**config.mk**
```make
export PLATFORM = sky130hd
export DESIGN_NAME = instr_prefetch_flat
export DESIGN_NICKNAME = d
export VERILOG_FILES = /design/src/rtl/instr_prefetch_if.sv /design/src/rtl/instr_prefetch.sv /design/src/flat_wrapper.sv
export SDC_FILE = /design/constraint.sdc
export NUM_CORES = 1
export LEC_CHECK = 0
export ABC_AREA = 1
export ABC_CLOCK_PERIOD_IN_PS = 10350
export BUFFER_PORTS_ARGS = -buffer_cell sky130_fd_sc_hd__buf_2
export CORE_ASPECT_RATIO = 1.1
export CORE_UTILIZATION = 45
export DETAILED_ROUTE_END_ITERATION = 6
export HOLD_SLACK_MARGIN = 0.08
export RECOVER_POWER = 50
export SETUP_SLACK_MARGIN = 0.15
export SLEW_MARGIN = 15
export SYNTH_ARGS = -nofsm -noshare
export SYNTH_HDL_FRONTEND = slang
export SYNTH_SLANG_ARGS = --single-unit
```
**constraint.sdc**
```tcl
create_clock -name clk -period 10.35 [get_ports clk]
set_input_delay 1.035 -clock clk [delete_from_list [all_inputs] [get_ports clk]]
set_output_delay 1.035 -clock clk [all_outputs]
set_load 0.02 [all_outputs]
```
**src/rtl/instr_prefetch_if.sv**
```systemverilog
// Bus bundle between the fetch front end, the instruction memory and the F stage.
interface instr_prefetch_if;
  logic        imem_req;
  logic [31:0] imem_addr;
  logic        imem_ack;
  logic [31:0] imem_rdata;
  logic        stallF;
  logic        redirect;
  logic [31:0] redirect_pc;
  logic [31:0] instrF;
  logic [31:0] pcF;
  logic        validF;

  modport master (
    output imem_req, imem_addr,
    input  imem_ack, imem_rdata,
    input  stallF, redirect, redirect_pc,
    output instrF, pcF, validF
  );

  modport slave (
    input  imem_req, imem_addr,
    output imem_ack, imem_rdata,
    output stallF, redirect, redirect_pc,
    input  instrF, pcF, validF
  );
endinterface

```
**src/rtl/instr_prefetch.sv**
```systemverilog
// Instruction prefetcher: owns the fetch PC, keeps one request outstanding to a
// multi-cycle instruction memory and buffers returned words in a small FIFO.
module instr_prefetch #(
  parameter int unsigned DEPTH    = 4,
  parameter logic [31:0] RESET_PC = 32'h0000_0000
) (
  input logic              clk,
  input logic              reset,
  instr_prefetch_if.master bus
);
  localparam int unsigned AW = $clog2(DEPTH);
  localparam int unsigned PW = AW + 1;

  typedef enum logic [1:0] {IDLE, WAIT, DROP} state_t;

  state_t        state;
  logic [31:0]   fetch_pc;
  logic [31:0]   addr_q;
  logic          req_q;
  logic [PW-1:0] rd_ptr;
  logic [PW-1:0] wr_ptr;
  logic          valid_q;
  logic [31:0]   instr_q;
  logic [31:0]   pc_q;
  logic [31:0]   mem_ins [DEPTH];
  logic [31:0]   mem_pc  [DEPTH];

  logic          push;
  logic          pop;
  logic          can_issue;
  logic [PW-1:0] rd_nxt;
  logic [PW-1:0] wr_nxt;
  logic [PW-1:0] cnt_nxt;
  logic [31:0]   target;
  logic [31:0]   next_pc;

  // Next-cycle FIFO occupancy; issue is allowed only if a slot stays free for the response.
  always_comb begin
    target    = bus.redirect_pc & 32'hFFFF_FFFC;
    push      = (state == WAIT) && bus.imem_ack && !bus.redirect;
    pop       = valid_q && !bus.stallF && !bus.redirect;
    rd_nxt    = bus.redirect ? '0 : rd_ptr + PW'(pop);
    wr_nxt    = bus.redirect ? '0 : wr_ptr + PW'(push);
    cnt_nxt   = wr_nxt - rd_nxt;
    can_issue = cnt_nxt < PW'(DEPTH);
    next_pc   = fetch_pc;
    if (bus.redirect) begin
      next_pc = target;
    end else if (push) begin
      next_pc = fetch_pc + 32'd4;
    end
  end

  // Request FSM; a request is held until acked, a redirect only marks it for dropping.
  always_ff @(posedge clk or negedge reset) begin
    if (!reset) begin
      state    <= IDLE;
      fetch_pc <= RESET_PC;
      addr_q   <= RESET_PC;
      req_q    <= 1'b0;
    end else begin
      fetch_pc <= next_pc;
      case (state)
        IDLE: begin
          if (can_issue) begin
            state  <= WAIT;
            req_q  <= 1'b1;
            addr_q <= next_pc;
          end
        end
        WAIT, DROP: begin
          if (bus.imem_ack) begin
            if (can_issue) begin
              state  <= WAIT;
              addr_q <= next_pc;
            end else begin
              state <= IDLE;
              req_q <= 1'b0;
            end
          end else if (bus.redirect) begin
            state <= DROP;
          end
        end
        default: begin
          state <= IDLE;
          req_q <= 1'b0;
        end
      endcase
    end
  end

  // Pointers and registered head; the head register is loaded from the next-cycle view.
  always_ff @(posedge clk or negedge reset) begin
    if (!reset) begin
      rd_ptr  <= '0;
      wr_ptr  <= '0;
      valid_q <= 1'b0;
      instr_q <= 32'h0;
      pc_q    <= 32'h0;
    end else begin
      rd_ptr  <= rd_nxt;
      wr_ptr  <= wr_nxt;
      valid_q <= (cnt_nxt != '0);
      if (cnt_nxt == '0) begin
        instr_q <= 32'h0;
        pc_q    <= 32'h0;
      end else if (push && (rd_nxt == wr_ptr)) begin
        instr_q <= bus.imem_rdata;
        pc_q    <= fetch_pc;
      end else begin
        instr_q <= mem_ins[rd_nxt[AW-1:0]];
        pc_q    <= mem_pc[rd_nxt[AW-1:0]];
      end
    end
  end

  always_ff @(posedge clk) begin
    if (push) begin
      mem_ins[wr_ptr[AW-1:0]] <= bus.imem_rdata;
      mem_pc[wr_ptr[AW-1:0]]  <= fetch_pc;
    end
  end

  assign bus.imem_req  = req_q;
  assign bus.imem_addr = addr_q;
  assign bus.validF    = valid_q;
  assign bus.instrF    = instr_q;
  assign bus.pcF       = pc_q;
endmodule
```
**src/flat_wrapper.sv**
```systemverilog
// flat-port wrapper written by rule: the top's interface ports become plain ports
module instr_prefetch_flat 
#(
  parameter int unsigned DEPTH    = 4,
  parameter logic [31:0] RESET_PC = 32'h0000_0000
)
  (clk, reset, bus_imem_req, bus_imem_addr, bus_imem_ack, bus_imem_rdata, bus_stallF, bus_redirect, bus_redirect_pc, bus_instrF, bus_pcF, bus_validF);
  instr_prefetch_if bus_i ();
  input logic clk;
  input logic reset;
  output wire logic [$bits(bus_i.imem_req)-1:0] bus_imem_req;
  output wire logic [$bits(bus_i.imem_addr)-1:0] bus_imem_addr;
  input wire logic [$bits(bus_i.imem_ack)-1:0] bus_imem_ack;
  input wire logic [$bits(bus_i.imem_rdata)-1:0] bus_imem_rdata;
  input wire logic [$bits(bus_i.stallF)-1:0] bus_stallF;
  input wire logic [$bits(bus_i.redirect)-1:0] bus_redirect;
  input wire logic [$bits(bus_i.redirect_pc)-1:0] bus_redirect_pc;
  output wire logic [$bits(bus_i.instrF)-1:0] bus_instrF;
  output wire logic [$bits(bus_i.pcF)-1:0] bus_pcF;
  output wire logic [$bits(bus_i.validF)-1:0] bus_validF;
  assign bus_imem_req = bus_i.imem_req;
  assign bus_imem_addr = bus_i.imem_addr;
  assign bus_i.imem_ack = bus_imem_ack;
  assign bus_i.imem_rdata = bus_imem_rdata;
  assign bus_i.stallF = bus_stallF;
  assign bus_i.redirect = bus_redirect;
  assign bus_i.redirect_pc = bus_redirect_pc;
  assign bus_instrF = bus_i.instrF;
  assign bus_pcF = bus_i.pcF;
  assign bus_validF = bus_i.validF;
  instr_prefetch #(.DEPTH(DEPTH), .RESET_PC(RESET_PC)) u_core (.clk(clk), .reset(reset), .bus(bus_i));
endmodule
```
==> out/results.ini <==
[global_routing]
grt_pass1_wl_mm = 58.8
grt_max_degree = 89
grt_pass1_vias = 10700
grt_antenna_before_repair = 0
grt-ovfl-total = 0
grt_usage_pct = 20.5

[pwr]
seqPwrFrac_pct = 44.7
internal_power_uw = 3080
pwr-share-comb_pct = 23.2
leakage_uw = 0.00747
clkPwrFrac_pct = 32.1
net-switching-power_uw = 1440
total_power_uw = 4520
swShare_pct = 31.9
vdd_drop_max_mv = 0.144
cellPowerDensity_mw_per_mm2 = 244

[die]
die_w_um = 182
initial_core_util_pct = 45.8
die_y_um = 201
io_pins = 167
die-area_mm2 = 0.0366
coreArea_mm2 = 0.0352
rows = 72

[worst_setup_path]
startpoint_type = primary input
worstReg2RegStart = u_core.bus.validF$_DFF_PN0_
crit_type = primary input to register
worstPathRequired_ns = 10.72
arrival_ns = 6.56
worst_setup_path_end_kind = register
startpoint = bus_redirect
crit_fanout = 88

[synth]
ys_warn_count = 0
syn-cell-area_mm2 = 0.0161
synth.avg_cell_area_um2 = 11.3
synth-edff-count = 256
synthCells = 1424
yosysMostFrequentCell = nand2_1
synth.top_cell.area_share_pct = 47.7
synthTopCellsByCount = 260 x nand2_1, 256 x edfxtp_1, 232 x nor2_1
synth-main-ff-cell = edfxtp_1
async_reset_ff_share_pct = 35.0
synth.area.top_cells = edfxtp_1 48%, dfrtp_1 21%, nand2_1 6.1%
ys_ff_latch = 394
syn_nets = 1502
synth.distinct_cells = 37
synth-seq-area-share_pct = 69.1
yosysTopAreaCell = edfxtp_1

[clock_tree]
clk_pin_slew_ns = 0.06
clock-sinks = 394
clk_latency_ns = 0.53
cts_tree = built
post-cts-setup-buffer-count = 0
cts_resized = 0
cts_buffer_depth = 3
holdBufCountCts = 0
root_buffer = clkbuf_16
htreeDepth = 2
cts_made_buffers = 41

[drt]
drt_pass1_iterations = 5
ant_nets = 0
met3_length_mm = 1.95
drt-met1-wl_mm = 16.6
drt_first_iter_violations = 661
top_layer = met4
vias = 10700
routed_via_density = 5.14
route.detailed.drc = 0
wl_per_cell_um = 17.6
wirelength_mm = 36.7
routed-wl-met2_mm = 17.4

[run_status]
violations = max-capacitance violations, max-slew violations
status = finished, violations left

[finish]
diodes = 0
area_growth_pct = 14.9
fin_nets = 1650
drive_above_1_share_pct = 9.92
utilization_pct = 52.6

[timing]
slew-limit-headroom_pct = -213
grt_setup_unrepaired = false
final-setup-viol-count = 0
skew_ns = 0.0175
finalHoldViolCount = 0
setup_tns_ns = 0
max_freq_mhz = 161
fin_ws_ns = 4.15
fin_crit_sh_pct = 59.9
slew_violations = 113
worst_slew_pin_slew_ns = 4.69
layout_min_cycle_time_ns = 6.20

[run]
max-cap-violations = 2

[hold_path]
min_from = u_core.bus.imem_addr[10]$_DFFE_PN0P_
hold_class = register to register

[placement]
post-dp-hpwl_mm = 20.4
gp_congestion = 0.793
io_buffers = 164
dp_slack_ns = 4.40

[routing by layer]
layer | vias to the layer above | track usage [%]
li1 | 5238 | -
met5 | - | 0
met3 | 51 | 3.07
met4 | 0 | 5.73
met1 | 5130 | 28.1
met2 | 292 | 34.1
[logic make-up after synthesis]
logic type / synth area share, %
adders and majority gates: 0.698
xor gates and xnor gates: 0.380
buffers and inverters: 3.55
AOI/OAI and AO/OA: 11.2
and+or+nand+nor: 15.0
DFF: 69.1
[sequential cells by signal, indices dropped and copies added (netlist names)]
name / count
u_core.wr_ptr: 3
u_core.state: 2
u_core.bus.pcF: 32
u_core.mem_pc: 128
u_core.mem_ins: 128
u_core.bus.imem_req: 1
u_core.bus.validF: 1
u_core.rd_ptr: 3
u_core.bus.instrF: 32
u_core.bus.imem_addr: 32
u_core.fetch_pc: 32
[layout make-up]
cell class | instances | area [um2]
flip-flops and latches | 394 | 11100
fillers | 3148 | 16700
inverters | 53 | 201
repair buffers | 181 | 810
well taps | 481 | 602
clock buffers | 61 | 1190
clock inverters | 13 | 146
multi-input cells | 901 | 4430
[power by group through the flow]
stage / Combinational [uW] / Sequential [uW] / Clock [uW]
6_report: 1050 / 2020 / 1450
5_1_grt: 1180 / 2050 / 1550
4_1_cts: 1110 / 2020 / 1490
3_5_place_dp: 1110 / 2050 / 0
3_3_place_gp: 1100 / 2050 / 0
2_1_floorplan: 562 / 2230 / 0
[final timing paths]
kind	endpoint	slack (ns)	cells past startpoint
min in group asynchronous	u_core.bus.instrF[8]$_DFF_PN0_	2.15	1
worst min register to register	u_core.bus.imem_addr[10]$_DFFE_PN0P_	0.48	2
max in group asynchronous	u_core.fetch_pc[6]$_DFF_PN0_	5.48	1
worst max register to register	u_core.bus.pcF[23]$_DFF_PN0_	5.55	14
worst max-delay path	u_core.bus.pcF[23]$_DFF_PN0_	4.15	16
worst min-delay path	u_core.bus.imem_addr[10]$_DFFE_PN0P_	0.48	2
[worst max-delay path: stages]
cell and delay [ns]:
buf_2 0.07, clkbuf_1 1.16, nor3b_1 0.15, ha_2 0.39
buf_4 0.71, inv_1 0.20, nor2_4 0.15, buf_4 0.71
inv_4 0.47, nand2_1 0.15, o21ai_0 0.09, nand4_1 0.11
buf_4 0.74, nand2_1 0.10, o21ai_1 0.19, nor2_1 0.06
[through the flow]
| step | cell area (um2) | std cells | hold slack (ns) |
|---|---|---|---|
| after floorplan | 16100 | 1424 | 0.478 |
| after global placement | 17300 | 2010 | 0.460 |
| after detailed placement | 17300 | 2010 | 0.460 |
| after CTS | 18700 | 2084 | 0.481 |
| after global routing | 18500 | 2084 | 0.501 |
| final | 18500 | 2084 | 0.476 |
[layout by cell type (no fill, tap or decap), drive strengths merged, types with 10 or more instances in the layout]
master | Yosys | final
a22oi | 64 | 64
buf | 57 | 72
clkbuf | 19 | 170
clkinv | 0 | 10
dfrtp | 138 | 138
edfxtp | 256 | 256
inv | 53 | 53
nand2 | 263 | 263
nand3 | 51 | 51
nand4 | 13 | 13
nor2 | 236 | 236
o21a | 64 | 64
o21ai | 147 | 147
or2 | 13 | 13
No activity file was read; power rests on OpenSTA's default activity.
